===== src/rtl/score_display.sv =====
// score_display: watches {level, score}. On any change it converts both values
// to BCD with a serial shift-add-3 (one shift per clk), then commits eight
// 7-segment patterns: five score digits on hex0..hex4, three level digits on hex5..hex7.
// The FSM state is visible on state_dbg.
module score_display #(
    parameter bit ACTIVE_LOW = 1'b1,
    parameter bit BLANK_LZ   = 1'b1
) (
    input  logic        clk,
    input  logic        rst,
    input  logic [15:0] score,
    input  logic [7:0]  level,
    output logic [6:0]  hex0,
    output logic [6:0]  hex1,
    output logic [6:0]  hex2,
    output logic [6:0]  hex3,
    output logic [6:0]  hex4,
    output logic [6:0]  hex5,
    output logic [6:0]  hex6,
    output logic [6:0]  hex7,
    output logic        busy,
    output logic        done,
    output logic [1:0]  state_dbg
);

    typedef enum logic [1:0] {
        S_IDLE   = 2'd0,
        S_SCORE  = 2'd1,
        S_LEVEL  = 2'd2,
        S_COMMIT = 2'd3
    } state_t;

    localparam logic [6:0] SEG_OFF  = ACTIVE_LOW ? 7'h7F : 7'h00;
    localparam logic [6:0] SEG_ZERO = ACTIVE_LOW ? 7'h40 : 7'h3F;
    // Reset pattern for every digit except the ones digit of each group.
    localparam logic [6:0] SEG_RST_HI = BLANK_LZ ? SEG_OFF : SEG_ZERO;

    state_t      state;
    logic [23:0] last;      // last committed {level, score}
    logic [23:0] capt;      // value captured when the conversion started
    logic [23:0] shadow;    // shifting copy of capt
    logic [19:0] bcd_s;
    logic [11:0] bcd_l;
    logic [4:0]  cnt;

    logic [19:0] bcd_s_adj;
    logic [11:0] bcd_l_adj;
    logic [6:0]  pat_s [5];
    logic [6:0]  pat_l [3];
    logic        seen_s;
    logic        seen_l;

    // Active-high segment pattern for a decimal digit (bit0 = a ... bit6 = g).
    function automatic logic [6:0] seg7(input logic [3:0] d);
        case (d)
            4'd0:    seg7 = 7'h3F;
            4'd1:    seg7 = 7'h06;
            4'd2:    seg7 = 7'h5B;
            4'd3:    seg7 = 7'h4F;
            4'd4:    seg7 = 7'h66;
            4'd5:    seg7 = 7'h6D;
            4'd6:    seg7 = 7'h7D;
            4'd7:    seg7 = 7'h07;
            4'd8:    seg7 = 7'h7F;
            4'd9:    seg7 = 7'h6F;
            default: seg7 = 7'h00;
        endcase
    endfunction

    // Apply output polarity.
    function automatic logic [6:0] drive(input logic [6:0] p);
        drive = ACTIVE_LOW ? ~p : p;
    endfunction

    assign state_dbg = state;

    // Add-3 correction of every BCD nibble that is 5 or more, ahead of the shift.
    always_comb begin
        bcd_s_adj = bcd_s;
        bcd_l_adj = bcd_l;
        for (int i = 0; i < 5; i++) begin
            if (bcd_s[4*i +: 4] >= 4'd5) bcd_s_adj[4*i +: 4] = bcd_s[4*i +: 4] + 4'd3;
        end
        for (int i = 0; i < 3; i++) begin
            if (bcd_l[4*i +: 4] >= 4'd5) bcd_l_adj[4*i +: 4] = bcd_l[4*i +: 4] + 4'd3;
        end
    end

    // Segment patterns with leading-zero blanking, scanned from the most-significant digit down.
    always_comb begin
        seen_s = 1'b0;
        seen_l = 1'b0;
        for (int i = 4; i >= 0; i--) begin
            if (bcd_s[4*i +: 4] != 4'd0) seen_s = 1'b1;
            if (BLANK_LZ && !seen_s && i != 0) pat_s[i] = SEG_OFF;
            else                               pat_s[i] = drive(seg7(bcd_s[4*i +: 4]));
        end
        for (int i = 2; i >= 0; i--) begin
            if (bcd_l[4*i +: 4] != 4'd0) seen_l = 1'b1;
            if (BLANK_LZ && !seen_l && i != 0) pat_l[i] = SEG_OFF;
            else                               pat_l[i] = drive(seg7(bcd_l[4*i +: 4]));
        end
    end

    // Conversion FSM with registered display, busy and done outputs.
    always_ff @(posedge clk) begin
        if (rst) begin
            state  <= S_IDLE;
            busy   <= 1'b0;
            done   <= 1'b0;
            last   <= 24'd0;
            capt   <= 24'd0;
            shadow <= 24'd0;
            bcd_s  <= 20'd0;
            bcd_l  <= 12'd0;
            cnt    <= 5'd0;
            hex0   <= SEG_ZERO;
            hex1   <= SEG_RST_HI;
            hex2   <= SEG_RST_HI;
            hex3   <= SEG_RST_HI;
            hex4   <= SEG_RST_HI;
            hex5   <= SEG_ZERO;
            hex6   <= SEG_RST_HI;
            hex7   <= SEG_RST_HI;
        end else begin
            done <= 1'b0;
            case (state)
                S_IDLE: begin
                    if ({level, score} != last) begin
                        shadow <= {level, score};
                        capt   <= {level, score};
                        bcd_s  <= 20'd0;
                        bcd_l  <= 12'd0;
                        cnt    <= 5'd0;
                        busy   <= 1'b1;
                        state  <= S_SCORE;
                    end
                end
                S_SCORE: begin
                    bcd_s         <= {bcd_s_adj[18:0], shadow[15]};
                    shadow[15:0]  <= {shadow[14:0], 1'b0};
                    if (cnt == 5'd15) begin
                        cnt   <= 5'd0;
                        state <= S_LEVEL;
                    end else begin
                        cnt <= cnt + 5'd1;
                    end
                end
                S_LEVEL: begin
                    bcd_l         <= {bcd_l_adj[10:0], shadow[23]};
                    shadow[23:16] <= {shadow[22:16], 1'b0};
                    if (cnt == 5'd7) begin
                        cnt   <= 5'd0;
                        state <= S_COMMIT;
                    end else begin
                        cnt <= cnt + 5'd1;
                    end
                end
                S_COMMIT: begin
                    hex0  <= pat_s[0];
                    hex1  <= pat_s[1];
                    hex2  <= pat_s[2];
                    hex3  <= pat_s[3];
                    hex4  <= pat_s[4];
                    hex5  <= pat_l[0];
                    hex6  <= pat_l[1];
                    hex7  <= pat_l[2];
                    last  <= capt;
                    done  <= 1'b1;
                    busy  <= 1'b0;
                    state <= S_IDLE;
                end
                default: state <= S_IDLE;
            endcase
        end
    end

endmodule


===== config.mk =====
export PLATFORM = sky130hd
export DESIGN_NAME = score_display
export DESIGN_NICKNAME = d
export VERILOG_FILES = /design/src/rtl/score_display.sv
export SDC_FILE = /design/constraint.sdc
export NUM_CORES = 1
export LEC_CHECK = 0
export ABC_CLOCK_PERIOD_IN_PS = 5150
export CORE_MARGIN = 1.5
export CORE_UTILIZATION = 45
export CTS_CLUSTER_SIZE = 20
export DETAILED_ROUTE_END_ITERATION = 10
export GPL_TIMING_DRIVEN = 0
export PLACE_DENSITY_LB_ADDON = 0.15
export SYNTH_ARGS = -nofsm -noshare
export SYNTH_HDL_FRONTEND = slang
export SYNTH_SLANG_ARGS = --single-unit

===== constraint.sdc =====
create_clock -name clk -period 5.15 [get_ports clk]
set_input_delay 1.03 -clock clk [delete_from_list [all_inputs] [get_ports clk]]
set_output_delay 1.03 -clock clk [all_outputs]
set_load 0.01 [all_outputs]

Word-level counts from Yosys, hierarchy flattened
Memory sizes are Yosys's and may differ from the RTL's. A register that Yosys moved wholly into a read port is not among the register bits.
Index checks and enable logic that the tools add are counted.

storage, ports and cells
  output and inout bits = 60
  ROM bits = 896
  bits of input ports = 26
  memories = 8
  logic and storage cells = 137
  flip-flop bits (word level) = 169

memory list
  name             words  bits a word  rd ports  clocked after memory_dff  wr ports  RTL line  source
  (no name shown)  16     7            1         1                         0         55        case (d)
  (no name shown)  16     7            1         1                         0         55
  (no name shown)  16     7            1         1                         0         55
  (no name shown)  16     7            1         1                         0         55
  (no name shown)  16     7            1         1                         0         55
  (no name shown)  16     7            1         1                         0         55
  +2 memories      -      -            -         -                         -         -

cells by class
  $add $sub $neg = 9
  equality and inequality tests = 9
  mux-type cells = 60
  order comparisons = 8
  reduce and logical (&&, ||, !) cells = 17
  bitwise gates (word level) = 8

operators with widths
  operator                                                           count
  two-way mux 4 bit                                                  22
  two-way mux 7 bit                                                  12
  inverter 7 bit                                                     8
  case mux 20 bit (2 select lines)                                   1
  greater-or-equal comparator 4 x 3 -> 1 bit, second input constant  8
  case mux 16 bit (2 select lines)                                   1
  adder 4 x 2 -> 4 bit, second input constant                        6
  two-way mux 24 bit                                                 1
  inequality test 24 bit                                             1
  case mux 12 bit (2 select lines)                                   1
  nonzero test 4 bit                                                 6
  two-way mux 20 bit                                                 1
  case mux 8 bit (2 select lines)                                    1
  two-way mux 5 bit                                                  3
  case mux 5 bit (3 select lines)                                    1
  two-way mux 12 bit                                                 1
  AND reduction 2 bit                                                5
  two-way mux 1 bit                                                  8
  case mux 2 bit (4 select lines)                                    1
  adder 3 x 2 -> 3 bit, second input constant                        2
  two-way mux 2 bit                                                  3
  two-way mux 3 bit                                                  2
  inequality test 2 bit, second input constant                       3
  nonzero test 2 bit                                                 3
  9 further kinds                                                    10

Longest topological paths before layout
  depth after elaboration = 8
  gate-level depth with buffers = 13
  mapped depth without buffers = 12

Worst setup path before layout
OpenSTA, ideal clock, no wires.

  path type = input to register
  start point = in score[13]
  end point = reg (tool-made name)
  data required time = 5.030 ns
  stages on the path = 11
  data arrival time = 3.505 ns
  setup slack = 1.526 ns
  path buffers = 1
  library setup time = 0.120 ns
  path through = xnor2_1 > nand4_1 > nor4_2 > buf_4 > a31oi_1 > o22ai_1 > nor2b_1 > inv_1 > ha_1 > mux2_2 > a211o_1

RTL lines
  what                RTL line  source
  start: declaration  11        input logic [15:0] score,

==> metrics <==
status finished clean; Sum Neg Setup Slack 0 ns; Worst Path Max Fanout 10; Post-synth ARST share 0; Arr. time, crit path 5.07 ns; clock skew 0.0171 ns; Worst-Skew Late Latency 0.53 ns; RSZ-0062 raised after global routing false; synth unique cells 72; syn_area_per_cell 9.18 sq um; Req. time, crit path 5.55 ns; Post-synth EDFFs 0; DR iter-0 viols 363; Routed WL 24.5 mm; Crit path max-delay family compound AO/OA/AOI/OAI gates; share of cells above drive strength 1 0.0749; die width 155 um; Final GP Congestion 0.862; Inserted Diodes 0; first-pass GRT wire length 40.5 mm; Die ar. 24,000 sq um; Synth Cell Area 10,400 sq um; CTS Buf Count 24; GRT busiest layer met2; DRT Pass-1 Iters 5; max incr delay on CP 0.58 ns; Layout Nets 1,341; Port Buffer Count 85; synth-to-layout area growth 19.4%; CP cell instances clkdlybuf4s50_1 -> xnor2_1 -> nand4_1 -> nor4_2 -> buf_4 -> a31oi_1 -> o22ai_1 -> nor2b_1 -> inv_1 -> ha_1 -> mux2_2 -> a211o_1; met1 Track Usage GR 0.285; maximum vdd drop 263 uV; Reg clk slew, reported paths 0.06 ns; post_cts resized 0; Worst slew margin 0.197; Fillers 2,112; worst slew pin tran 1.20 ns; critical path type in2reg; vias in the first global route 7,737; Total GRT Usage 0.209; DRC Markers 0; std cell rows 55; met2 GRT Util 0.349; worst min path class reg2reg; period utilization 0.906; GR met3 Demand/Resource 0.0255; Placed Cells 1,499; fmax 0.214 GHz; P per Cell Area 401 nW/um^2; Syn Inst Count 1,129; maximum root-to-sink buffer count 3; CP bufs+invs 3; CTS Hold Bufs 0; setup bufs post-CTS 0; CTS sink count 225; TritonCTS clock tree yes; core area 22,600 sq um; maxcap violations 0; WL per Instance 15.9 um; Slowest-stage cell, CP o22ai_1; Pins Over Slew Limit 0; final core occ 0.547; final setup violation count 0; Avg Vias per Cell 5.28; Die Span Y 155 um; DP HPWL 17.4 mm; Most used DFF post-synth dfxtp_1; Worst Setup End Kind register; Hold Slack 0.396 ns; initial antenna violation count 0; leakage 4.67 nW; Max H-tree Level 1; most frequent cells in the layout dfxtp_1, nor2_1, clkdlybuf4s50_1; Final Hold Vio Count 0; net count after synthesis 1,230; pin count of the biggest net entering global routing 15; Yosys reg bits 225; GRT overflow 0; Yosys Warn Count 0; most common cell after layout, fill and taps aside dfxtp_1; fin crit period 4.66 ns; Clock Tree Root clkbuf_16; Detail Route Antenna Nets 0; Seq/Total Area, Yosys 0.434; Pwr Total 4.96 mW; CP startpoint kind input pin; starting density of the core 0.458; fin cells 1,540; io pins 86; routed vias 8,137
-- worst paths after layout --
| kind | to | slack [ns] | startpoint | cells after the start |
|---|---|---|---|---|
| worst max register to register | register | 1.19 | last[1] | 11 |
| worst max-delay path | register | 0.49 | score[1] | 12 |
| worst min-delay path | hex3[1] | 0.40 | register | 1 |
| worst min register to register | hex3[1] | 0.40 | register | 1 |
-- cells by family after synthesis --
group / synth area share
mux: 0.0770
xor+xnor: 0.0313
buf+inv: 0.0424
compound gates: 0.164
fa+ha+maj: 0.0905
simple gates: 0.161
flops: 0.434
-- routing by layer --
layer,wire length [um],share of wire
met1,12000,0.49
met2,11200,0.46
met4,503,0.020
met3,862,0.035
met5,0,0
-- report_power, final --
part,internal [mW],switching [mW]
clock network,1.04,0.703
logic,0.449,0.749
registers,1.91,0.102
total,3.41,1.55
-- stage by stage --
step | worst slack, ns | area, sq um
3_3_place_gp | -0.0135 | 11600
2_1_floorplan | 1.53 | 10400
3_5_place_dp | -0.0225 | 11600
5_1_grt | 0.114 | 12400
6_report | 0.486 | 12400
4_1_cts | 0.503 | 12400
-- Yosys cell counts, drive strengths merged (4+ instances only) --
cell	number	area, sq um
nand4	8	50.1
nor2b	14	87.6
nand2	55	206
dfxtp	225	4500
nand3b	4	30.0
o211ai	4	30.0
mux2i	73	731
a21o	11	82.6
and3	5	31.3
mux2	6	67.6
ha	75	938
a32oi	7	68.8
nor3b	11	82.6
a22oi	12	123
o31ai	5	37.5
a21oi	81	409
nor2	178	673
o22ai	6	51.3
or3	8	55.1
xnor2	34	298
a31oi	14	124
nor3	12	60.1
a211oi	35	263
clkbuf	33	125
or2	12	75.1
nand2b	21	131
buf	21	111
nand3	12	77.6
inv	54	203
o21ai	51	255
-- layout make-up --
type                    instances  area, sq um  share of cell area
multi-input cells             796         5420               0.438
flip-flops and latches        225         4500               0.364
repair buffers                 85          851              0.0687
clock buffers                  34          698              0.0564
well taps                     285          357              0.0288
plain buffers                  54          236              0.0191
inverters                      54          203              0.0164
clock inverters                 7          108             0.00869
(Power assumes the default switching activity.)
